===== config.mk =====
export PLATFORM = sky130hd
export DESIGN_NAME = branch_predictor
export DESIGN_NICKNAME = d
export VERILOG_FILES = /design/src/rtl/branch_predictor.sv
export SDC_FILE = /design/constraint.sdc
export NUM_CORES = 1
export LEC_CHECK = 0
export ABC_AREA = 1
export BUFFER_PORTS_ARGS = -buffer_cell sky130_fd_sc_hd__buf_2
export CAP_MARGIN = 20
export CORE_MARGIN = 1.5
export CORE_UTILIZATION = 40
export DETAILED_ROUTE_END_ITERATION = 10
export PLACE_DENSITY = 0.67
export SLEW_MARGIN = 30
export SYNTH_ARGS = -nofsm -noshare
export SYNTH_HDL_FRONTEND = slang
export SYNTH_SLANG_ARGS = --single-unit

===== constraint.sdc =====
create_clock -name clk -period 4.1 [get_ports clk]
set_clock_uncertainty 0.15 [all_clocks]
set_input_delay 0.615 -clock clk [delete_from_list [all_inputs] [get_ports clk]]
set_output_delay 0.615 -clock clk [all_outputs]
set_load 0.02 [all_outputs]

===== src/rtl/branch_predictor.sv =====
// ============================================================================
// branch_predictor
// ----------------------------------------------------------------------------
// Bimodal branch-direction predictor: a table of ENTRIES 2-bit saturating
// counters indexed by pc[log2(ENTRIES)+1:2]. Upper PC bits and the byte
// offset are ignored, so distinct branches may alias onto the same counter.
//
// Counter encoding: 00 strong-NT, 01 weak-NT, 10 weak-T, 11 strong-T.
// The prediction is the counter MSB.
//
// After reset the block sweeps the table (INIT), writing weak-NT (01) to one
// entry per cycle from index 0 upward. Once the last entry has been written
// it moves to RUN, raises ready and starts serving requests. RUN is left
// only through reset. The table itself carries no reset value; the sweep is
// what defines its contents.
//
// Optional feature (compile-time macro):
//   BRANCH_PREDICTOR_BYPASS_EN
//     defined   : a predict and an update that hit the same index in the same
//                 cycle return the MSB of the post-update counter.
//     undefined : the same case returns the MSB of the pre-update counter.
//   The update itself commits identically in both builds.
//
// Parameters:
//   ENTRIES        number of counters (power of two, at least 4)
//
// Ports:
//   clk            input   single clock, rising edge
//   reset          input   synchronous, active-high reset
//   ready          output  table initialisation complete
//   predict_valid  input   prediction request strobe (accepted every cycle)
//   predict_pc     input   32-bit address of the branch being fetched
//   predict_done   output  prediction result valid (one cycle after request)
//   predict_taken  output  predicted direction, 1 = taken (0 when not done)
//   update_valid   input   resolved-branch strobe
//   update_pc      input   32-bit address of the resolved branch
//   update_taken   input   actual branch outcome
// ============================================================================
module branch_predictor #(
    parameter int ENTRIES = 64
) (
    input  logic        clk,
    input  logic        reset,
    output logic        ready,
    input  logic        predict_valid,
    input  logic [31:0] predict_pc,
    output logic        predict_done,
    output logic        predict_taken,
    input  logic        update_valid,
    input  logic [31:0] update_pc,
    input  logic        update_taken
);

    localparam int IDX_W = $clog2(ENTRIES);

    typedef logic [IDX_W-1:0] idx_t;
    typedef logic [1:0]       ctr_t;

    localparam ctr_t CTR_STRONG_NT = 2'b00;
    localparam ctr_t CTR_WEAK_NT   = 2'b01;
    localparam ctr_t CTR_STRONG_T  = 2'b11;
    localparam idx_t IDX_LAST      = idx_t'(ENTRIES - 1);

    typedef enum logic {
        S_INIT = 1'b0,
        S_RUN  = 1'b1
    } state_t;

    // ------------------------------------------------------------------------
    // Saturating counter step: move one position toward the observed outcome,
    // holding at the strong end states.
    // ------------------------------------------------------------------------
    function automatic ctr_t ctr_step(input ctr_t cur, input logic taken);
        ctr_t nxt;
        nxt = cur;
        if (taken) begin
            if (cur != CTR_STRONG_T) begin
                nxt = cur + 2'b01;
            end
        end else begin
            if (cur != CTR_STRONG_NT) begin
                nxt = cur - 2'b01;
            end
        end
        return nxt;
    endfunction

    // ------------------------------------------------------------------------
    // State
    // ------------------------------------------------------------------------
    state_t state_q, state_d;
    idx_t   init_idx_q, init_idx_d;
    logic   ready_q, ready_d;
    logic   done_q, done_d;
    logic   taken_q, taken_d;

    // Counter storage; written by the INIT sweep or by RUN-mode updates.
    ctr_t   table_q [ENTRIES];

    // Single table write port, shared by the sweep and by updates (they are
    // never active in the same state).
    logic   wr_en;
    idx_t   wr_idx;
    ctr_t   wr_val;

    // ------------------------------------------------------------------------
    // Index extraction. The ignored PC bits are gathered into unused_pc_bits
    // so it is explicit that dropping them is intentional.
    // ------------------------------------------------------------------------
    idx_t pred_idx;
    idx_t upd_idx;
    logic unused_pc_bits;

    assign pred_idx = predict_pc[IDX_W+1:2];
    assign upd_idx  = update_pc[IDX_W+1:2];

    assign unused_pc_bits = ^{predict_pc[31:IDX_W+2], predict_pc[1:0],
                              update_pc[31:IDX_W+2],  update_pc[1:0]};

    // ------------------------------------------------------------------------
    // Counter read paths
    // ------------------------------------------------------------------------
    ctr_t upd_cur;
    ctr_t upd_next;
    ctr_t pred_ctr;
    logic same_idx;

    assign upd_cur  = table_q[upd_idx];
    assign upd_next = ctr_step(upd_cur, update_taken);
    assign same_idx = update_valid && (upd_idx == pred_idx);

`ifdef BRANCH_PREDICTOR_BYPASS_EN
    // Forward the counter being written this cycle to a colliding prediction.
    assign pred_ctr = same_idx ? upd_next : table_q[pred_idx];
`else
    // Colliding prediction sees the value held before this cycle's update.
    logic unused_same_idx;
    assign unused_same_idx = same_idx;
    assign pred_ctr        = table_q[pred_idx];
`endif

    // ------------------------------------------------------------------------
    // Next-state and datapath control
    // ------------------------------------------------------------------------
    always_comb begin
        state_d    = state_q;
        init_idx_d = init_idx_q;
        ready_d    = 1'b0;
        done_d     = 1'b0;
        taken_d    = 1'b0;
        wr_en      = 1'b0;
        wr_idx     = init_idx_q;
        wr_val     = CTR_WEAK_NT;

        unique case (state_q)
            S_INIT: begin
                // One weak-NT write per cycle; request strobes are ignored.
                wr_en      = 1'b1;
                wr_idx     = init_idx_q;
                wr_val     = CTR_WEAK_NT;
                init_idx_d = init_idx_q + idx_t'(1);
                if (init_idx_q == IDX_LAST) begin
                    state_d = S_RUN;
                    ready_d = 1'b1;
                end
            end

            S_RUN: begin
                ready_d = 1'b1;
                done_d  = predict_valid;
                taken_d = predict_valid && pred_ctr[1];
                if (update_valid) begin
                    wr_en  = 1'b1;
                    wr_idx = upd_idx;
                    wr_val = upd_next;
                end
            end

            default: begin
                state_d = S_INIT;
            end
        endcase
    end

    // ------------------------------------------------------------------------
    // Control registers
    // ------------------------------------------------------------------------
    always_ff @(posedge clk) begin
        if (reset) begin
            state_q    <= S_INIT;
            init_idx_q <= '0;
            ready_q    <= 1'b0;
            done_q     <= 1'b0;
            taken_q    <= 1'b0;
        end else begin
            state_q    <= state_d;
            init_idx_q <= init_idx_d;
            ready_q    <= ready_d;
            done_q     <= done_d;
            taken_q    <= taken_d;
        end
    end

    // ------------------------------------------------------------------------
    // Counter table (no reset; contents defined by the INIT sweep)
    // ------------------------------------------------------------------------
    always_ff @(posedge clk) begin
        if (wr_en) begin
            table_q[wr_idx] <= wr_val;
        end
    end

    assign ready         = ready_q;
    assign predict_done  = done_q;
    assign predict_taken = taken_q;

endmodule

# == After elaboration in Yosys (flattened, before gate mapping) ==
# Memory sizes are Yosys's and may differ from the RTL's.
# Cells that the tools add are included.
# word_totals
in_bits,69
ramBits,128
memories,1
output_inout_bits,3
ff_bits,10
# classes
mux,14
n_reduce_logical,3
n_eq_ne,2
n_bitwise,1
addsub,3
# memory_table
memory,words,word_bits,read_ports,rd_clocked_by_memory_dff,write_ports,line_no,rtl
table_q,64,2,2,0,1,98,ctr_t table_q [ENTRIES];
# ops
op,n
$pmux 6 s2,1
$mux 2,4
$add 6x1->6 const B,1
$eq 6x6->1 const B,1
$mux 6,1
$mux 1,5
$pmux 1 s2,2
$pmux 2 s2,1
$add 2x1->2 const B,1
$ne 2x2->1 const B,1
$reduce_bool 2->1,1
$reduce_or 2->1,1
$sub 2x1->2 const B,1
$logic_and 1x1->1,1
$not 1->1,1

# == Depth between registers and ports, before layout ==
# An unclocked memory read counts as a cell.
# depth
depth_word,6
mapped_depth,12
mapped_depth_nobuf,11

# == Worst setup path after synthesis ==
# OpenSTA, ideal clock, no wires.
# synth_timing
kind,input -> register
startpoint,in update_pc[4]
endpoint,"mem table_q[0][1] in the netlist's numbering, data pin"
setup_slack_ns,0.357
stages,11
arrival_ns,3.092
t_required_ns,3.449
path_cell_list,buf_2 -> inv_1 -> buf_2 -> nand3_1 -> nand2_1 -> nand2_1 -> nand3_1 -> nand3_1 -> nand3b_1 -> nand2_1 -> nor2_1
# synth_between
elab_chain_cells,6
word_cells_on_any_way,10
cone_classes,add/sub: 2; eq/ne: 1; mux: 5; reduce/logical: 1; memory: 1
# synth_lines
element,line_no,rtl
start: declaration,50,"input logic [31:0] update_pc,"
$mem_v2 64x2 *,-,
"$sub 2x1->2, or another cell as far along",82,nxt = cur - 2'b01;
"$mux 2, on equally long branches","81, 77",
$mux 2 *,76,if (taken) begin
$mux 2 *,172,if (update_valid) begin
$pmux 2 s2 *,155,unique case (state_q)
net wr_val[1],104,ctr_t wr_val;
end: declaration,98,
# Mark *: on every way through the listed nets, which the timed path passes. The rest lies on a longest branch.

# == Worst setup path in the final report ==
# layout_timing
startpoint,reg state_q
endpoint,"mem table_q[20][1] in the netlist's numbering, enable pin"
# layout_between
elab_chain_cells,4
word_cells_on_any_way,5
cone_classes,mux: 4; bitwise: 1
# layout_lines
element,line_no,rtl
start: declaration,91,"state_t state_q, state_d;"
start signal: assignment,196,state_q <= state_d;
$not 1->1,-,
$pmux 1 s2,155,
$mux 1,208,if (wr_en) begin
$mux 1 (implied by the code),209,table_q[wr_idx] <= wr_val;
# Several ways; a longest one is shown, not always the timed one.

==> results.cfg <==
[clock_tree]
tritoncts = yes
post_cts.resized_instances = 0
postCtsHoldBufs = 0
cts_post_setup_buffers_inserted = 0
cts_inserted_buffers = 17
insertion_delay_ns = 0.43
clockBufferDepth = 2
cts_num_sinks = 137
cts_max_level = 4
cts-root-buf = sky130_fd_sc_hd__clkbuf_16
clkTransAtPathRegs_ns = 0.06

[sta]
worst_pin_slew_ns = 0.7501
fmaxAchievable_mhz = 350.8
post-route-worst-setup-slack_ns = 1.249
report.final.hold_viol_count = 0
final.period_utilization_pct = 69.53
timing.slew.headroom_pct = 49.94
maxSlewViolCount = 0
fin_tns_setup_ns = 0
finalWorstPathRequiredPeriod_ns = 2.851
final-setup-viol-count = 0
grt_setup_unrepaired = false

[logic_synthesis]
yosys_warnings = 0
synth_adder_area_share_pct = 0.1879
synth_compound_area_share_pct = 5.542
netlist_area_before_placement_sq_mm = 0.006660
netlist-cell-type-count = 33
yosysSeqAreaShare_pct = 60.42
syn_inst = 711
syn-num-nets = 781
synthSimpleGateAreaFrac_pct = 29.61
ys_top_cells_by_area = sky130_fd_sc_hd__edfxtp_1 (58%), sky130_fd_sc_hd__nand2_1 (12%), sky130_fd_sc_hd__nand3_1 (9.9%)
synth_top_area_cell = sky130_fd_sc_hd__edfxtp_1
post_synth.cell_area_avg_sq_um = 9.367
synthMuxAreaShare_pct = 0
yosys_register_bits = 137
synth_top_family_by_area = simple AND/OR/NAND/NOR gates
xor_xnor_cell_area_share_of_the_yosys_netlist_pct = 0
synth_top_area_share_pct = 57.71

[route]
total_vias_in_the_final_route = 5308
dr.first_iter.drc_count = 589
drtAntennaViolNets = 0
remaining_drc_errors = 0
drt_pass1_iterations = 5
drt-vias-per-instance = 5.564
detail_route.wl_per_cell_um = 18.69
routed_wl_mm = 17.83

[place]
post-dp-hpwl_mm = 10.67
place.gp.congestion = 0.8716
io_buffer_count = 19
detailedPlace.worstSlack_ns = 1.042

[floorplan]
pin_count = 72
design.core.area_sq_mm = 0.01606
die_y_um = 132.0
std_cell_rows = 46
die_w_um = 132.0
die-area_sq_mm = 0.01743
initial_core_util_pct = 41.48

[pwr]
cellPowerDensity_mw_per_mm2 = 441.5
worst_ir_drop_vdd_uv = 286.5
power.leakage_nw = 2.884

[worst_setup_path]
worstSetupEndpointType = flop
reg2reg_depth = 7
path_class = reg2reg
r2r_setup_slack_ns = 1.25
critPathLaunchType = flop
max_stage_delay_ns = 0.60
worstPathArrival_ns = 2.80
critPathRequiredTime_ns = 4.05
r2r_end = table_q[20][1]
slowest_stage = sky130_fd_sc_hd__nand4_1
crit_fanout = 12
cp_cell_sequence = nand2_2 -> inv_1 -> or2_1 -> o21ai_2 -> inv_2 -> nand4_1 -> nor2_1
crit-reg2reg-launch = state_q
cpLargestDelayFamily = simple AND/OR/NAND/NOR gates
critPathBufInv = 2

[run_status]
run_status = finished, final reports clean

[hold_path]
timing.hold.worst.start = reset
holdCritPathClass = in2reg
holdPathEnd = init_idx_q[3]
worstHoldPathCells = 2

[cells_and_area]
commonest_non_fill_non_tap_cells_in_the_layout = sky130_fd_sc_hd__nand2_1 (205), sky130_fd_sc_hd__nand3_1 (132), sky130_fd_sc_hd__edfxtp_1 (128)
layout-area-overhead-vs-synth_pct = 13.62
drive_gt1_share_pct = 10.98
antenna_cells = 0
mostFrequentLayoutCell = sky130_fd_sc_hd__nand2_1
final.fill_count = 1489
finalNetCount = 795
finalCoreUtilization_pct = 47.12

[flow_run]
max-cap-violations = 0

[global_route]
grt_start_max_net_pins = 65
grt_antenna_before_repair = 0
grt_util_all_layers_pct = 21.19
gr_overflow_total = 0
grt_pass1_wl_mm = 27.52
grt_pass1_vias = 5053
power by group:
part / leakage, nW / switching, mW / internal (mW)
Combinational: 1.18 / 0.173 / 0.0648
Sequential: 1.41 / 0.00425 / 1.51
Clock: 0.301 / 0.565 / 1.02
cells in the mapped netlist:
library cell                 n
sky130_fd_sc_hd__o31ai_1     4
sky130_fd_sc_hd__nand2_2     1
sky130_fd_sc_hd__nor2_1     90
sky130_fd_sc_hd__nand3_1   132
sky130_fd_sc_hd__inv_1      20
sky130_fd_sc_hd__o21ai_4     2
sky130_fd_sc_hd__clkbuf_1    8
sky130_fd_sc_hd__a21oi_1    14
sky130_fd_sc_hd__o21ai_2     4
sky130_fd_sc_hd__clkinv_1    1
sky130_fd_sc_hd__or2_1       1
sky130_fd_sc_hd__a31oi_1     1
sky130_fd_sc_hd__or2_2       2
sky130_fd_sc_hd__o32ai_1     1
sky130_fd_sc_hd__edfxtp_1  128
sky130_fd_sc_hd__buf_4       7
sky130_fd_sc_hd__o21ai_0    24
sky130_fd_sc_hd__inv_2       4
sky130_fd_sc_hd__nor3_1      4
sky130_fd_sc_hd__o211ai_1    3
sky130_fd_sc_hd__nand4_1     3
sky130_fd_sc_hd__dfxtp_1     9
sky130_fd_sc_hd__nand3_2     3
sky130_fd_sc_hd__buf_2      19
sky130_fd_sc_hd__nor2_2      1
sky130_fd_sc_hd__nor2_4      1
sky130_fd_sc_hd__nand2_1   206
sky130_fd_sc_hd__buf_6       1
sky130_fd_sc_hd__nand4_2     3
sky130_fd_sc_hd__o221ai_1    5
sky130_fd_sc_hd__nand3b_1    1
sky130_fd_sc_hd__nor4_1      7
sky130_fd_sc_hd__ha_1        1
worst reg2reg max path, stage by stage, from the launching register on:
cell                      delay [ns]
sky130_fd_sc_hd__dfxtp_1        0.48
sky130_fd_sc_hd__nand2_2        0.27
sky130_fd_sc_hd__inv_1          0.16
sky130_fd_sc_hd__or2_1          0.13
sky130_fd_sc_hd__o21ai_2        0.10
sky130_fd_sc_hd__inv_2          0.21
sky130_fd_sc_hd__nand4_1        0.60
sky130_fd_sc_hd__nor2_1         0.43
final cells by class:
cell class | instances | area, sq um | area share (%)
flip-flops and latches | 137 | 4024 | 53.17
multi-input cells | 514 | 2364 | 31.23
clock buffers | 25 | 495.5 | 6.548
well taps | 216 | 270.3 | 3.571
repair buffers | 30 | 202.7 | 2.679
clock inverters | 7 | 117.6 | 1.554
inverters | 25 | 93.84 | 1.240
per-layer routing:
metal	routed length [um]	vias to the layer above	share of wire [%]	track usage, %
met3	1450	38	8.1	5.037
li1	-	2503	-	-
met1	7606	2515	43	28.12
met2	8280	252	46	32.64
met5	0	-	0	0
met4	492	0	2.8	10.43
flip-flops by register name, indices dropped and copies added (netlist names):
| signal | count |
|---|---|
| predict_done | 1 |
| predict_taken | 1 |
| table_q | 128 |
| init_idx_q | 6 |
| state_q | 1 |
metrics by stage:
| step | instance area, sq um | total power [mW] | hold slack (ns) | instances |
|---|---|---|---|---|
| after floorplan | 6660 | 1.702 | 0.3030 | 711 |
| after global placement | 6954 | 1.777 | 0.3285 | 922 |
| after detailed placement | 6954 | 1.780 | 0.3303 | 922 |
| after CTS | 7567 | 3.349 | 0.2317 | 954 |
| after global routing | 7567 | 3.428 | 0.2608 | 954 |
| final | 7567 | 3.341 | 0.2466 | 954 |
worst max path at each step:
stage,startpoint,to,slack (ns),cells after the start
floorplan,update_pc[4],table_q[0][1],0.36,11
global placement,update_pc[3],table_q[23][1],1.04,12
detailed placement,update_pc[2],table_q[23][1],1.04,14
CTS,state_q,table_q[62][1],1.27,7
global route,state_q,table_q[14][0],1.14,7
finish,state_q,table_q[20][1],1.25,7
logic make-up (layout without fill, tap and decap cells):
family,Yosys count,after routing
simple gates,455,455
buf+inv,60,87
flops,137,137
fa+ha+maj,1,1
compound gates,58,58
Power figures use the tool's default switching activity.
